===== config.mk =====
export PLATFORM = sky130hd
export DESIGN_NAME = time_counter
export DESIGN_NICKNAME = d
export VERILOG_FILES = /design/src/rtl/time_counter.sv
export SDC_FILE = /design/constraint.sdc
export NUM_CORES = 1
export LEC_CHECK = 0
export CAP_MARGIN = 20
export CORE_MARGIN = 4
export CORE_UTILIZATION = 48
export DETAILED_ROUTE_END_ITERATION = 10
export GPL_TIMING_DRIVEN = 0
export PLACE_DENSITY_LB_ADDON = 0.25
export SYNTH_ARGS = -nofsm -noshare
export SYNTH_HDL_FRONTEND = slang
export SYNTH_SLANG_ARGS = --single-unit

===== constraint.sdc =====
create_clock -name clk -period 2 [get_ports clk]
set_input_delay 0.4 -clock clk [delete_from_list [all_inputs] [get_ports clk]]
set_output_delay 0.4 -clock clk [all_outputs]
set_load 0.01 [all_outputs]

===== src/rtl/time_counter.sv =====
// 24-hour BCD clock: prescaler-driven seconds/minutes/hours with an adjust mode
// that sets minutes and hours from edge-detected push-button requests.
module time_counter #(
  parameter int CLK_DIV = 100
) (
  input  logic       clk,
  input  logic       rst_n,
  input  logic       adj_mode,
  input  logic       hour_en,
  input  logic       min_en,
  output logic [7:0] hh_bcd,
  output logic [7:0] mm_bcd,
  output logic [7:0] ss_bcd,
  output logic       tick_1hz,
  output logic       hour_pulse
);

  localparam int CNT_W = 10;
  localparam logic [CNT_W-1:0] TERM = CNT_W'(CLK_DIV - 1);

  logic [CNT_W-1:0] presc;
  logic             hour_p0, hour_p1;
  logic             min_p0, min_p1;
  logic             hour_rise, min_rise;

  function automatic logic bcd_at_max(input logic [7:0] v, input logic [3:0] tens_max,
                                      input logic [3:0] ones_max);
    return (v[7:4] == tens_max) && (v[3:0] == ones_max);
  endfunction

  // Wraps to 00 at the given maximum; each nibble carries at 9 so digits never leave 0..9.
  function automatic logic [7:0] bcd_inc(input logic [7:0] v, input logic [3:0] tens_max,
                                         input logic [3:0] ones_max);
    if (bcd_at_max(v, tens_max, ones_max)) return 8'h00;
    else if (v[3:0] == 4'd9)               return {v[7:4] + 4'd1, 4'd0};
    else                                   return {v[7:4], v[3:0] + 4'd1};
  endfunction

  assign hour_rise = hour_p0 & ~hour_p1;
  assign min_rise  = min_p0 & ~min_p1;
  assign tick_1hz  = (presc == TERM) && !adj_mode;

  always_ff @(posedge clk or negedge rst_n) begin
    if (!rst_n) begin
      presc      <= '0;
      hour_p0    <= 1'b0;
      hour_p1    <= 1'b0;
      min_p0     <= 1'b0;
      min_p1     <= 1'b0;
      hh_bcd     <= 8'h00;
      mm_bcd     <= 8'h00;
      ss_bcd     <= 8'h00;
      hour_pulse <= 1'b0;
    end else begin
      // Stage p0: request sampling; stage p1: previous sample for edge detection
      hour_p0    <= hour_en;
      hour_p1    <= hour_p0;
      min_p0     <= min_en;
      min_p1     <= min_p0;
      hour_pulse <= 1'b0;
      if (adj_mode) begin
        presc  <= '0;
        ss_bcd <= 8'h00;
        if (min_rise)  mm_bcd <= bcd_inc(mm_bcd, 4'd5, 4'd9);
        if (hour_rise) hh_bcd <= bcd_inc(hh_bcd, 4'd2, 4'd3);
      end else begin
        presc <= (presc == TERM) ? '0 : presc + 1'b1;
        if (tick_1hz) begin
          ss_bcd <= bcd_inc(ss_bcd, 4'd5, 4'd9);
          if (bcd_at_max(ss_bcd, 4'd5, 4'd9)) begin
            mm_bcd <= bcd_inc(mm_bcd, 4'd5, 4'd9);
            if (bcd_at_max(mm_bcd, 4'd5, 4'd9)) begin
              hh_bcd     <= bcd_inc(hh_bcd, 4'd2, 4'd3);
              hour_pulse <= 1'b1;
            end
          end
        end
      end
    end
  end

endmodule


Word level (Yosys, flattened, before mapping)

Cells that the tools add are included.

Logic and storage cells: 66
Bits in registers: 39

Eq/ne operators: 10
Bitwise logic cells: 4
Muxes and demuxes: 23
Reductions and logical operators: 12
Add/sub/neg operators: 7

Operators by type and width:

| operator                                        | number |
|---|---|
| 2-to-1 mux 8 bit                                | 17 |
| adder 4 x 1 -> 4 bit (second input constant)    | 6 |
| 2-to-1 mux 10 bit                               | 2 |
| == test 4 bit (second input constant)           | 3 |
| adder 10 x 1 -> 10 bit (second input constant)  | 1 |
| == test 10 x 7 -> 1 bit (second input constant) | 1 |
| == test 4 x 2 -> 1 bit (second input constant)  | 2 |
| == test 4 x 3 -> 1 bit (second input constant)  | 2 |
| nonzero test 2 bit                              | 3 |
| logical AND 1 bit                               | 4 |
| 2-to-1 mux 1 bit                                | 4 |
| != test 2 x 1 -> 1 bit (second input constant)  | 2 |
| AND reduction 4 bit                             | 1 |
| AND reduction 3 bit                             | 1 |
| nonzero test 3 bit                              | 1 |
| bitwise AND 1 bit                               | 2 |
| inverter 1 bit                                  | 2 |
| AND reduction 2 bit                             | 1 |
| zero test 1 bit                                 | 1 |

Logic depth before layout (Yosys ltp)

Gate-level depths: netlist of the first run.

Word-level depth: 7
Depth in mapped cells: 8

Least setup slack after synthesis of the first run

Ideal clock, no wire load.

Path kind: register to register
Start point: register mm_bcd[0]
End point: register hh_bcd[2]
Slack: 0.064 ns
Stages on the path, launching flop included: 8
Setup time: 0.125 ns
Period minus slack after synthesis: 1.936 ns
Required time: 1.875 ns
Arrival time: 1.812 ns
Cell sequence: dfrtp_1 -> ha_1 -> and3b_1 -> clkbuf_1 -> and2_2 -> a31o_2 -> nand2_1 -> mux2_2

Word-level cells in the longest chain between the ends: 4

RTL lines:

| what                          | RTL line | RTL |
|---|---|---|
| start, declared               | 12       | `output logic [7:0] mm_bcd,` |
| start signal, assigned        | 64       | `if (min_rise) mm_bcd <= bcd_inc(mm_bcd, 4'd5, 4'd9);` |
| start signal, assigned        | 71       | `mm_bcd <= bcd_inc(mm_bcd, 4'd5, 4'd9);` |
| == test 4 bit                 | 28       | `return (v[7:4] == tens_max) && (v[3:0] == ones_max);` |
| logical AND 1 bit             | 28       |  |
| nonzero test 2 bit (no line)  | n/a      |  |
| AND reduction 4 bit (no line) | n/a      |  |
| end signal, assigned          | 65       | `if (hour_rise) hh_bcd <= bcd_inc(hh_bcd, 4'd2, 4'd3);` |
| end signal, assigned          | 73       | `hh_bcd <= bcd_inc(hh_bcd, 4'd2, 4'd3);` |
| end, declared                 | 11       | `output logic [7:0] hh_bcd,` |

No other way between the ends.
A chain may end at the register's enable or synchronous reset.

Final worst setup path of the first run

Start point: register presc[1]
End point: register ss_bcd[7]

Word-level cells in the longest chain between the ends: 4

RTL lines:

| what                          | RTL line | RTL |
|---|---|---|
| start, declared               | 21       | `logic [CNT_W-1:0] presc;` |
| start signal, assigned        | 67       | `presc <= (presc == TERM) ? '0 : presc + 1'b1;` |
| == test 10 x 7 -> 1 bit       | 41       | `assign tick_1hz = (presc == TERM) && !adj_mode;` |
| logical AND 1 bit             | 41       |  |
| nonzero test 2 bit (no line)  | n/a      |  |
| AND reduction 2 bit (no line) | n/a      |  |
| end signal, assigned          | 69       | `ss_bcd <= bcd_inc(ss_bcd, 4'd5, 4'd9);` |
| end, declared                 | 13       | `output logic [7:0] ss_bcd,` |

No other way between the ends.

==> results of run 1 <==
-- through the flow --
stage                     utilization  std cells
after floorplan                     -        203
after global placement          0.591        283
after detailed placement        0.590        283
after CTS                       0.629        293
after global routing            0.658        302
final                           0.658        302
-- registers in the layout, summed over array words and instances, names as in the netlist --
register    count
hour_p0         1
min_p0          1
hh_bcd          8
hour_p1         1
min_p1          1
mm_bcd          8
hour_pulse      1
presc          10
ss_bcd          8
-- layout by cell type, fill, tap and decap left out, types with 6 or more instances in the layout --
cell / count
buf_4: 13
nor2_1: 28
ha_1: 11
nand2_1: 12
clkbuf_8: 6
a21oi_1: 7
o21ai_0: 11
dfrtp_1: 37
clkdlybuf4s50_1: 27
inv_1: 9
nor3_1: 6
nand3_1: 8
-- path summary, 6_finish.rpt --
kind                           from   endpoint  slack, ns  cells after the start
max in group asynchronous     rst_n  ss_bcd[0]       1.20                      1
setup reg to reg           presc[1]  ss_bcd[7]       0.05                      6
hold / removal                rst_n  hh_bcd[6]       0.21                      1
min in group clk            hour_p0    hour_p1       0.39                      0
hold reg to reg             hour_p0    hour_p1       0.39                      0
setup / recovery           presc[1]  ss_bcd[7]       0.05                      6
-- power groups by stage --
stage | clock, mW | combinational, mW | sequential [mW]
after detailed placement | 0 | 0.573 | 1.02
after CTS | 0.696 | 0.579 | 1.00
after global placement | 0 | 0.558 | 1.02
after global routing | 0.734 | 0.648 | 1.02
final | 0.679 | 0.584 | 1.00
after floorplan | 0 | 0.281 | 1.04
-- timing repair --
| action | 4_1_cts | 5_1_grt |
|---|---|---|
| pin swaps | 1 | 3 |
| setup endpoints to repair | 8 | 14 |
| buffers inserted | 3 | 9 |
| resized for setup | 11 | 15 |
-- area by class of cell --
type,instances,share of cell area
multi-input combinational,150,0.403
sequential,39,0.366
timing repair buffer,42,0.142
clock buffer,6,0.0309
tap,50,0.0234
clock inverter,2,0.0131
inverter,9,0.0126
buffer,4,0.00843
-- logic make-up after synthesis --
logic type | count (synthesis) | share of synthesized area
multiplexers | 7 | 0.0375
flip-flops | 39 | 0.480
XOR/XNOR | 8 | 0.0344
AND/OR/NAND/NOR | 88 | 0.238
adder cells (fa/ha/maj) | 13 | 0.0800
buffers and inverters | 14 | 0.0264
AO/OA/AOI/OAI | 34 | 0.104
-- per-layer routing --
layer | wire (µm) | vias to the layer above | GRT usage | share of wire
li1 | - | 803 | - | -
met1 | 1760 | 772 | 0.196 | 0.43
met2 | 2090 | 33 | 0.267 | 0.51
met3 | 159 | 7 | 0.0455 | 0.039
met4 | 63 | 0 | 0.0430 | 0.016
met5 | 0 | - | 0 | 0
==> impl_table.tex, run 1 <==
\begin{tabular}{lr}
\hline
Metric & Value \\
\hline
\multicolumn{2}{l}{\textbf{Outcome}} \\
\quad Status & complete, no violations \\
\multicolumn{2}{l}{\textbf{STA}} \\
\quad Number of max-slew violations in the final report & 0 \\
\quad Final critical-path share of the clock period & 0.975 \\
\quad Max-slew headroom at the worst pin & 0.427 \\
\quad Hold WS & 0.212 ns \\
\quad Aggregate negative setup slack & 0 ns \\
\quad Total setup violations reported at the end of the flow & 0 \\
\quad Actual slew at the worst max-slew pin & 0.860 ns \\
\quad Count of endpoints failing hold in the final timing report & 0 \\
\quad Unrepaired setup endpoints after global routing & true \\
\quad Post-layout min period & 1.95 ns \\
\quad Final setup slack of the worst path & 0.0506 ns \\
\quad Fmax achieved & 0.513 GHz \\
\quad Worst Skew & 0.00731 ns \\
\multicolumn{2}{l}{\textbf{Layout}} \\
\quad \# diodes & 0 \\
\quad Cell area after layout & 2670 µm² \\
\quad Number of filler instances in the final layout & 337 \\
\quad Area growth, synth to finish & 31.3\% \\
\quad Post-layout net count & 269 \\
\quad Sequential cell area & 978 µm² \\
\quad Area of the multi-input gates & 1080 µm² \\
\quad Fraction of layout instances using a drive strength above 1 & 0.210 \\
\multicolumn{2}{l}{\textbf{Placement}} \\
\quad Post-Place Cell Area & 2390 µm² \\
\quad Half-perimeter wire length after detailed placement & 2.75 mm \\
\quad Worst slack at placement & -0.395 ns \\
\quad Routability Congestion & 0.734 \\
\quad Port Buf Inserts & 30 \\
\multicolumn{2}{l}{\textbf{Clock network}} \\
\quad H-tree lvl count & 2 \\
\quad Clock transition time at the flip-flop clock pins of the worst setup and hold paths & 0.07 ns \\
\quad TritonCTS buffer count & 5 \\
\quad CTS root buffer & clkbuf\_8 \\
\quad Clock Latency Late Sink & 0.29 ns \\
\quad CTS tree & built \\
\quad Clock net sink count & 39 \\
\quad Maximum number of buffers from clock root to sink & 2 \\
\quad Number of hold buffers added after CTS & 0 \\
\multicolumn{2}{l}{\textbf{Power}} \\
\quad Power, Total & 2.27 mW \\
\quad Clock network power share & 0.300 \\
\quad VDD IR max & 0.000516 V \\
\quad Switching Share & 0.291 \\
\quad Pwr per Cell Area & 848 nW/µm² \\
\quad Comb power frac & 0.258 \\
\quad Internal power consumption & 1.61 mW \\
\quad Leakage power summed over all cells & 1.19 nW \\
\quad Net switching power & 0.660 mW \\
\quad Sequential group share of total power & 0.443 \\
\multicolumn{2}{l}{\textbf{Setup path}} \\
\quad Largest fanout on the critical path & 7 \\
\quad Top delay family on crit path & simple AND/OR/NAND/NOR gates \\
\quad CP max-delay cell & or4\_4 \\
\quad Sequence of cells on the critical path & ha\_2 -> nor4b\_4 -> buf\_4 -> nand4\_1 -> or4\_4 -> a21oi\_2 \\
\quad Worst endpoint required time & 2.23 ns \\
\quad Critical Setup Path Class & register to register \\
\quad Type of origin of the critical path & register \\
\quad CP Data Arrival Time & 2.18 ns \\
\quad Number of buffers and inverters on the critical path & 1 \\
\quad CP Capture Type & register \\
\quad Maximum cell stage delay along the critical path & 0.51 ns \\
\multicolumn{2}{l}{\textbf{Global route}} \\
\quad Leftover overflow at the end of global routing & 0 \\
\quad Initial antenna violation count & 0 \\
\quad Wire length of the first global-routing pass & 6.64 mm \\
\quad Via count of the first global-routing pass & 1,493 \\
\quad Global-route total usage across every layer & 0.158 \\
\quad Pin count of the biggest net entering global routing & 40 \\
\multicolumn{2}{l}{\textbf{Die}} \\
\quad Die Span Y & 73.1 µm \\
\quad Die width & 73.1 µm \\
\quad DIE AREA & 5340 µm² \\
\quad Area of the core & 4060 µm² \\
\quad Number of placement rows & 23 \\
\quad Effective utilization at floorplan & 0.501 \\
\quad Number of I/O pins & 31 \\
\multicolumn{2}{l}{\textbf{Synth}} \\
\quad Number of storage elements in the synthesis netlist & 39 \\
\quad Mapped Avg Cell Area & 10.0 µm² \\
\quad Syn nets & 221 \\
\quad Syn. warnings & 0 \\
\quad Count of flip-flops with a built-in enable after synthesis & 0 \\
\quad Mapped Area & 2030 µm² \\
\quad Most common cell in the synthesized netlist & dfrtp\_1 \\
\quad Register area share after synthesis & 0.480 \\
\quad Library cell occupying the most area in the post-synthesis netlist & dfrtp\_1 \\
\quad Main synth FF type & dfrtp\_1 \\
\quad Synth area leaders & dfrtp\_1, ha\_1, nor2\_1 \\
\quad Proportion of netlist area held by the largest area contributor & 0.480 \\
\quad Distinct cells, synth & 41 \\
\quad Number of instances in the synthesized netlist & 203 \\
\quad Top cell types by occurrence after synthesis & dfrtp\_1, nor2\_1, ha\_1, nand2\_1, o21ai\_0 \\
\quad Fraction of registers with async set or reset after synthesis & 1.00 \\
\multicolumn{2}{l}{\textbf{Route}} \\
\quad Average wire per cell in the routed design & 13.5 µm \\
\quad Number of detailed-routing iterations run before antenna repair & 4 \\
\quad Final Routed Wirelength & 4.06 mm \\
\quad Avg Vias per Cell & 5.35 \\
\quad Number of remaining DRC errors & 0 \\
\quad Post-route antenna net violation count & 0 \\
\quad Total number of vias & 1,615 \\
\quad Initial detailed-routing violation count & 52 \\
\multicolumn{2}{l}{\textbf{Job}} \\
\quad Count of max-cap constraint violations & 0 \\
\multicolumn{2}{l}{\textbf{Hold path}} \\
\quad Type of the worst min-delay path & input port to async pin \\
\hline
\end{tabular}
Power figures use the tool's default switching activity.
==> run 2, diff against run 1 <==
--- a/config.mk
+++ b/config.mk
@@ -8,6 +8,7 @@
 export CAP_MARGIN = 20
 export CORE_MARGIN = 4
 export CORE_UTILIZATION = 48
+export CTS_BUF_LIST = sky130_fd_sc_hd__clkbuf_16
 export DETAILED_ROUTE_END_ITERATION = 10
 export GPL_TIMING_DRIVEN = 0
 export PLACE_DENSITY_LB_ADDON = 0.25
==> impl_table.tex, run 2 (synthesis gave the netlist of run 1 again) <==
\begin{tabular}{lr}
\hline
Metric & Value \\
\hline
\multicolumn{2}{l}{\textbf{Clock network}} \\
\quad CTS tree & built \\
\quad Clock net sink count & 39 (unchanged) \\
\quad H-tree lvl count & 2 (unchanged) \\
\quad CTS root buffer & clkbuf\_16 \\
\quad TritonCTS buffer count & 5 (unchanged) \\
\quad Clock transition time at the flip-flop clock pins of the worst setup and hold paths & 0.06 ns (about the same) \\
\quad Number of hold buffers added after CTS & 0 (unchanged) \\
\quad Clock Latency Late Sink & 0.28 ns (about the same) \\
\quad Maximum number of buffers from clock root to sink & 2 (unchanged) \\
\multicolumn{2}{l}{\textbf{Setup path}} \\
\quad Worst reg2reg endpoint & mm\_bcd[7] \\
\quad Worst endpoint required time & 2.22 ns (about the same) \\
\quad Slack of the worst reg-to-reg path & 0.03 ns (-0.02 ns) \\
\quad Launch point of the worst path & ss\_bcd[1] \\
\quad Launch point of the worst reg-to-reg path & ss\_bcd[1] \\
\quad CP Capture Type & register \\
\quad CP Data Arrival Time & 2.19 ns (about the same) \\
\quad Type of origin of the critical path & register \\
\quad FF-to-FF path depth & 8 (+2) \\
\quad Critical Path Sink & mm\_bcd[7] \\
\quad Largest fanout on the critical path & 5 (-2) \\
\quad Critical Setup Path Class & register to register \\
\multicolumn{2}{l}{\textbf{Route}} \\
\quad Total number of vias & 1,611 (-0.25\%) \\
\quad Final Routed Wirelength & 4.26 mm (+4.9\%) \\
\quad Average wire per cell in the routed design & 14.0 µm (+3.8\%) \\
\quad Post-route antenna net violation count & 0 (unchanged) \\
\quad Number of remaining DRC errors & 0 (unchanged) \\
\quad Initial detailed-routing violation count & 54 (+3.8\%) \\
\quad Avg Vias per Cell & 5.28 (-1.2\%) \\
\quad Number of detailed-routing iterations run before antenna repair & 4 (unchanged) \\
\multicolumn{2}{l}{\textbf{STA}} \\
\quad Post-layout min period & 1.97 ns (+0.0206 ns) \\
\quad Aggregate negative setup slack & 0 ns (unchanged) \\
\quad Worst Skew & 0.00620 ns (-0.00110 ns) \\
\quad Total setup violations reported at the end of the flow & 0 (unchanged) \\
\quad Unrepaired setup endpoints after global routing & true \\
\quad Max-slew headroom at the worst pin & 0.423 (-0.00311) \\
\quad Fmax achieved & 0.508 GHz (-1.0\%) \\
\quad Final critical-path share of the clock period & 0.985 (+0.0103) \\
\quad Final setup slack of the worst path & 0.0300 ns (-0.0206 ns) \\
\quad Number of max-slew violations in the final report & 0 (unchanged) \\
\quad Count of endpoints failing hold in the final timing report & 0 (unchanged) \\
\quad Actual slew at the worst max-slew pin & 0.865 ns (+0.00467 ns) \\
\multicolumn{2}{l}{\textbf{Outcome}} \\
\quad Status & complete, no violations \\
\multicolumn{2}{l}{\textbf{Layout}} \\
\quad Leading cell type in the layout, fill and taps excluded & dfrtp\_1 \\
\quad Commonest cells after routing, fill and taps aside & dfrtp\_1, nor2\_1, clkdlybuf4s50\_1 \\
\quad Area growth, synth to finish & 34.9\% \\
\quad Post-layout net count & 272 (+1.1\%) \\
\quad Fraction of layout instances using a drive strength above 1 & 0.216 (+0.00537) \\
\quad Largest Register & presc \\
\quad \# diodes & 0 (unchanged) \\
\quad Number of filler instances in the final layout & 323 (-4.2\%) \\
\quad Cell area after layout & 2750 µm² (+2.8\%) \\
\quad Max FFs per register & 10 (unchanged) \\
\quad Count of placed standard cells in the final layout, fillers left out & 305 (+0.99\%) \\
\multicolumn{2}{l}{\textbf{Die}} \\
\quad Number of placement rows & 23 (unchanged) \\
\quad Area of the core & 4060 µm² (unchanged) \\
\quad Die width & 73.1 µm (unchanged) \\
\quad DIE AREA & 5340 µm² (unchanged) \\
\quad Number of I/O pins & 31 (unchanged) \\
\quad Die Span Y & 73.1 µm (unchanged) \\
\quad Effective utilization at floorplan & 0.501 (unchanged) \\
\multicolumn{2}{l}{\textbf{Placement}} \\
\quad Port Buf Inserts & 30 (unchanged) \\
\quad Post-Place Cell Area & 2390 µm² (unchanged) \\
\quad Worst slack at placement & -0.395 ns (unchanged) \\
\quad Placed insts & 283 (unchanged) \\
\quad Half-perimeter wire length after detailed placement & 2.75 mm (unchanged) \\
\quad Routability Congestion & 0.734 (unchanged) \\
\multicolumn{2}{l}{\textbf{Global route}} \\
\quad Pin count of the biggest net entering global routing & 40 (unchanged) \\
\quad Wire length of the first global-routing pass & 6.87 mm (+3.5\%) \\
\quad Global-route total usage across every layer & 0.165 (+0.00694) \\
\quad Via count of the first global-routing pass & 1,512 (+1.3\%) \\
\quad Initial antenna violation count & 0 (unchanged) \\
\quad Leftover overflow at the end of global routing & 0 (unchanged) \\
\multicolumn{2}{l}{\textbf{Job}} \\
\quad Count of max-cap constraint violations & 0 (unchanged) \\
\multicolumn{2}{l}{\textbf{Power}} \\
\quad Power, Total & 2.48 mW (+9.3\%) \\
\quad Pwr per Cell Area & 902 nW/µm² (+6.4\%) \\
\quad VDD IR max & 0.000636 V (+23\%) \\
\quad Leakage power summed over all cells & 1.22 nW (+2.0\%) \\
\multicolumn{2}{l}{\textbf{Hold path}} \\
\quad Type of the worst min-delay path & input port to async pin \\
\hline
\end{tabular}
==> run 2: what timing repair did <==
action / CTS / global route
endpoints found under the setup margin: 8 / 14
resized for setup: 10 / 18
buffers inserted: 3 / 12
gates cloned: 0 / 0
pin swaps: 0 / 7
==> run 2: routing by layer <==
layer,wire [µm],GRT usage
met5,0,0
met4,31,0.0369
met3,160,0.0537
met2,2250,0.285
met1,1820,0.199
==> run 2: final cells by class <==
type / instances / area (µm²) / share of cell area
clock buffers: 5 / 125 / 0.0456
repair buffers: 45 / 402 / 0.146
multi-input cells: 150 / 1080 / 0.393
clock inverters: 3 / 38.8 / 0.0141
flip-flops and latches: 39 / 981 / 0.357
inverters: 9 / 33.8 / 0.0123
plain buffers: 4 / 22.5 / 0.00820
well taps: 50 / 62.6 / 0.0228
==> run 2: worst min path at each step <==
stage	end	slack [ns]	cells past startpoint
detailed placement	hour_p1	0.38	0
floorplan	hh_bcd[0]	0.10	0
global placement	hour_p1	0.36	0
finish	hh_bcd[6]	0.23	1
global route	ss_bcd[3]	0.31	1
CTS	hh_bcd[6]	0.26	1
==> run 2: worst max-delay path, cell delays in order, from the launching register on <==
cell and delay, ns:
dfrtp_1 0.42, inv_1 0.07, ha_2 0.16, and3b_2 0.23
nand3b_1 0.15, o31a_1 0.38, buf_4 0.18, nor4_1 0.19
nand2b_1 0.13
==> run 2: per-stage QoR <==
stage,hold slack (ns),util
finish,0.232,0.677
global route,0.312,0.677
CTS,0.264,0.640
detailed placement,0.379,0.590
global placement,0.358,0.591
floorplan,0.104,-
==> run 2: power breakdown <==
group	internal (mW)	total [mW]	leakage, nW	switching [mW]
clock	0.581	0.879	0.0812	0.298
combinational	0.323	0.589	0.624	0.266
sequential	0.886	1.01	0.511	0.122
==> run 3, diff against run 2 <==
--- a/config.mk
+++ b/config.mk
@@ -11,7 +11,7 @@
 export CTS_BUF_LIST = sky130_fd_sc_hd__clkbuf_16
 export DETAILED_ROUTE_END_ITERATION = 10
 export GPL_TIMING_DRIVEN = 0
-export PLACE_DENSITY_LB_ADDON = 0.25
+export PLACE_DENSITY_LB_ADDON = 0.1
 export SYNTH_ARGS = -nofsm -noshare
 export SYNTH_HDL_FRONTEND = slang
 export SYNTH_SLANG_ARGS = --single-unit
==> impl_table.tex, run 3 (synthesis gave the netlist of run 1 again) <==
\begin{tabular}{lr}
\hline
Metric & Value \\
\hline
\multicolumn{2}{l}{\textbf{STA}} \\
\quad Max-slew headroom at the worst pin & 0.440 (+0.0168) \\
\quad Worst Skew & 0.00464 ns (-0.00156 ns) \\
\quad Fmax achieved & 0.518 GHz (+2.0\%) \\
\quad Unrepaired setup endpoints after global routing & true \\
\quad Actual slew at the worst max-slew pin & 0.840 ns (-0.0251 ns) \\
\quad Total setup violations reported at the end of the flow & 0 (unchanged) \\
\quad Number of max-slew violations in the final report & 0 (unchanged) \\
\quad Final critical-path share of the clock period & 0.966 (-0.0193) \\
\quad Post-layout min period & 1.93 ns (-0.0386 ns) \\
\quad Count of endpoints failing hold in the final timing report & 0 (unchanged) \\
\multicolumn{2}{l}{\textbf{Clock network}} \\
\quad H-tree lvl count & 2 (unchanged) \\
\quad TritonCTS buffer count & 5 (unchanged) \\
\quad Clock Latency Late Sink & 0.28 ns (about the same) \\
\quad Clock transition time at the flip-flop clock pins of the worst setup and hold paths & 0.05 ns (about the same) \\
\quad CTS tree & built \\
\quad Clock net sink count & 39 (unchanged) \\
\quad CTS root buffer & clkbuf\_16 \\
\quad Maximum number of buffers from clock root to sink & 2 (unchanged) \\
\multicolumn{2}{l}{\textbf{Die}} \\
\quad Die width & 73.1 µm (unchanged) \\
\quad Number of placement rows & 23 (unchanged) \\
\quad DIE AREA & 5340 µm² (unchanged) \\
\quad Effective utilization at floorplan & 0.501 (unchanged) \\
\quad Area of the core & 4060 µm² (unchanged) \\
\quad Die Span Y & 73.1 µm (unchanged) \\
\quad Number of I/O pins & 31 (unchanged) \\
\multicolumn{2}{l}{\textbf{Placement}} \\
\quad Port Buf Inserts & 30 (unchanged) \\
\quad Placed insts & 283 (unchanged) \\
\quad Half-perimeter wire length after detailed placement & 2.64 mm (-4.3\%) \\
\quad Routability Congestion & 0.808 (+10\%) \\
\multicolumn{2}{l}{\textbf{Job}} \\
\quad Count of max-cap constraint violations & 0 (unchanged) \\
\multicolumn{2}{l}{\textbf{Setup path}} \\
\quad CP Capture Type & register \\
\quad Critical Setup Path Class & register to register \\
\quad Largest fanout on the critical path & 6 (+1) \\
\quad Type of origin of the critical path & register \\
\quad CP Data Arrival Time & 2.10 ns (-0.09 ns) \\
\quad Worst endpoint required time & 2.17 ns (-0.05 ns) \\
\multicolumn{2}{l}{\textbf{Layout}} \\
\quad Post-layout net count & 271 (-0.37\%) \\
\quad Final design utilization & 0.672 (-0.00462) \\
\quad Fraction of layout instances using a drive strength above 1 & 0.217 (+0.00171) \\
\quad Area of the multi-input gates & 1090 µm² (+0.58\%) \\
\quad Max FFs per register & 10 (unchanged) \\
\quad Largest Register & presc \\
\quad Commonest cells after routing, fill and taps aside & dfrtp\_1, nor2\_1, clkdlybuf4s50\_1 \\
\quad Area growth, synth to finish & 34.0\% \\
\quad Count of placed standard cells in the final layout, fillers left out & 303 (-0.66\%) \\
\quad Sequential cell area & 981 µm² (unchanged) \\
\quad \# diodes & 0 (unchanged) \\
\quad Number of filler instances in the final layout & 330 (+2.2\%) \\
\quad Leading cell type in the layout, fill and taps excluded & dfrtp\_1 \\
\multicolumn{2}{l}{\textbf{Route}} \\
\quad Number of detailed-routing iterations run before antenna repair & 4 (unchanged) \\
\quad Average wire per cell in the routed design & 12.9 µm (-7.3\%) \\
\quad Avg Vias per Cell & 5.25 (-0.53\%) \\
\quad Final Routed Wirelength & 3.92 mm (-8.0\%) \\
\quad Initial detailed-routing violation count & 53 (-1.9\%) \\
\quad Total number of vias & 1,592 (-1.2\%) \\
\quad Post-route antenna net violation count & 0 (unchanged) \\
\quad Number of remaining DRC errors & 0 (unchanged) \\
\multicolumn{2}{l}{\textbf{Hold path}} \\
\quad Type of the worst min-delay path & input port to async pin \\
\multicolumn{2}{l}{\textbf{Power}} \\
\quad Sequential group share of total power & 0.419 (+0.012) \\
\quad Power, Total & 2.38 mW (-3.9\%) \\
\quad Clock network power share & 0.309 (-0.046) \\
\quad Leakage power summed over all cells & 1.21 nW (-0.34\%) \\
\quad Pwr per Cell Area & 873 nW/µm² (-3.2\%) \\
\quad Comb power frac & 0.271 (+0.033) \\
\quad VDD IR max & 0.000538 V (-15\%) \\
\quad Switching Share & 0.289 (+0.0123) \\
\quad Net switching power & 0.688 mW (+0.37\%) \\
\quad Internal power consumption & 1.69 mW (-5.5\%) \\
\multicolumn{2}{l}{\textbf{Global route}} \\
\quad Global-route total usage across every layer & 0.164 (-0.00110) \\
\quad Leftover overflow at the end of global routing & 0 (unchanged) \\
\quad Via count of the first global-routing pass & 1,447 (-4.3\%) \\
\quad Pin count of the biggest net entering global routing & 40 (unchanged) \\
\quad Initial antenna violation count & 0 (unchanged) \\
\quad Wire length of the first global-routing pass & 6.75 mm (-1.8\%) \\
\multicolumn{2}{l}{\textbf{Outcome}} \\
\quad Status & complete, no violations \\
\hline
\end{tabular}
==> run 3: timing repair <==
item	CTS	global route
pin swaps	1	6
setup endpoints to repair	9	13
hold buffers	0	0
buffers inserted	4	10
gates resized for setup	13	17
==> run 3: worst paths after layout <==
kind	start	to	slack, ns	cells after the start
max	hh_bcd[3]	hh_bcd[7]	0.07	5
min	rst_n	hh_bcd[3]	0.23	1
max reg2reg	hh_bcd[3]	hh_bcd[7]	0.07	5
min reg2reg	min_p0	min_p1	0.37	0
max in group asynchronous	rst_n	ss_bcd[0]	1.19	1
min in group clk	min_p0	min_p1	0.37	0
==> run 3: routing by layer <==
| layer | track usage | part of all wire | vias to the layer above | routed length (µm) |
|---|---|---|---|---|
| met5 | 0 | 0 | - | 0 |
| met2 | 0.241 | 0.46 | 33 | 1800 |
| met4 | 0.0533 | 0.013 | 0 | 50 |
| li1 | - | - | 816 | - |
| met1 | 0.228 | 0.48 | 738 | 1870 |
| met3 | 0.0523 | 0.051 | 5 | 202 |
==> run 3: metrics by stage <==
stage	TNS [ns]	worst slack (ns)	area (µm²)	hold WS, ns
detailed placement	-0.823	-0.371	2390	0.362
CTS	0	0.0150	2610	0.259
floorplan	0	0.0636	2030	0.104
finish	0	0.0687	2730	0.230
global route	-0.0779	-0.0296	2730	0.300
global placement	-18.71	-0.460	2400	0.358
==> run 3: power groups by stage <==
stage                     sequential, mW  combinational (mW)  clock (mW)
after floorplan                     1.04               0.281           0
after detailed placement            1.02               0.571           0
after global routing                1.01               0.739       0.786
after global placement              1.01               0.563           0
after CTS                           1.01               0.584       0.755
final                              0.998               0.646       0.735
==> run 3: critical path, stage by stage, from the launching register on <==
cell and delay (ns):
dfrtp_1 0.44, or4_4 0.52, o21ai_4 0.22, o21ai_4 0.10, or2_4 0.28, o41ai_2 0.27
==> run 3: layout make-up <==
| type | instances | area share |
|---|---|---|
| buffer | 4 | 0.0124 |
| clock buffer | 5 | 0.0459 |
| clock inverter | 2 | 0.00321 |
| inverter | 9 | 0.0124 |
| multi-input combinational | 150 | 0.398 |
| sequential | 39 | 0.360 |
| tap | 50 | 0.0229 |
| timing repair buffer | 44 | 0.145 |
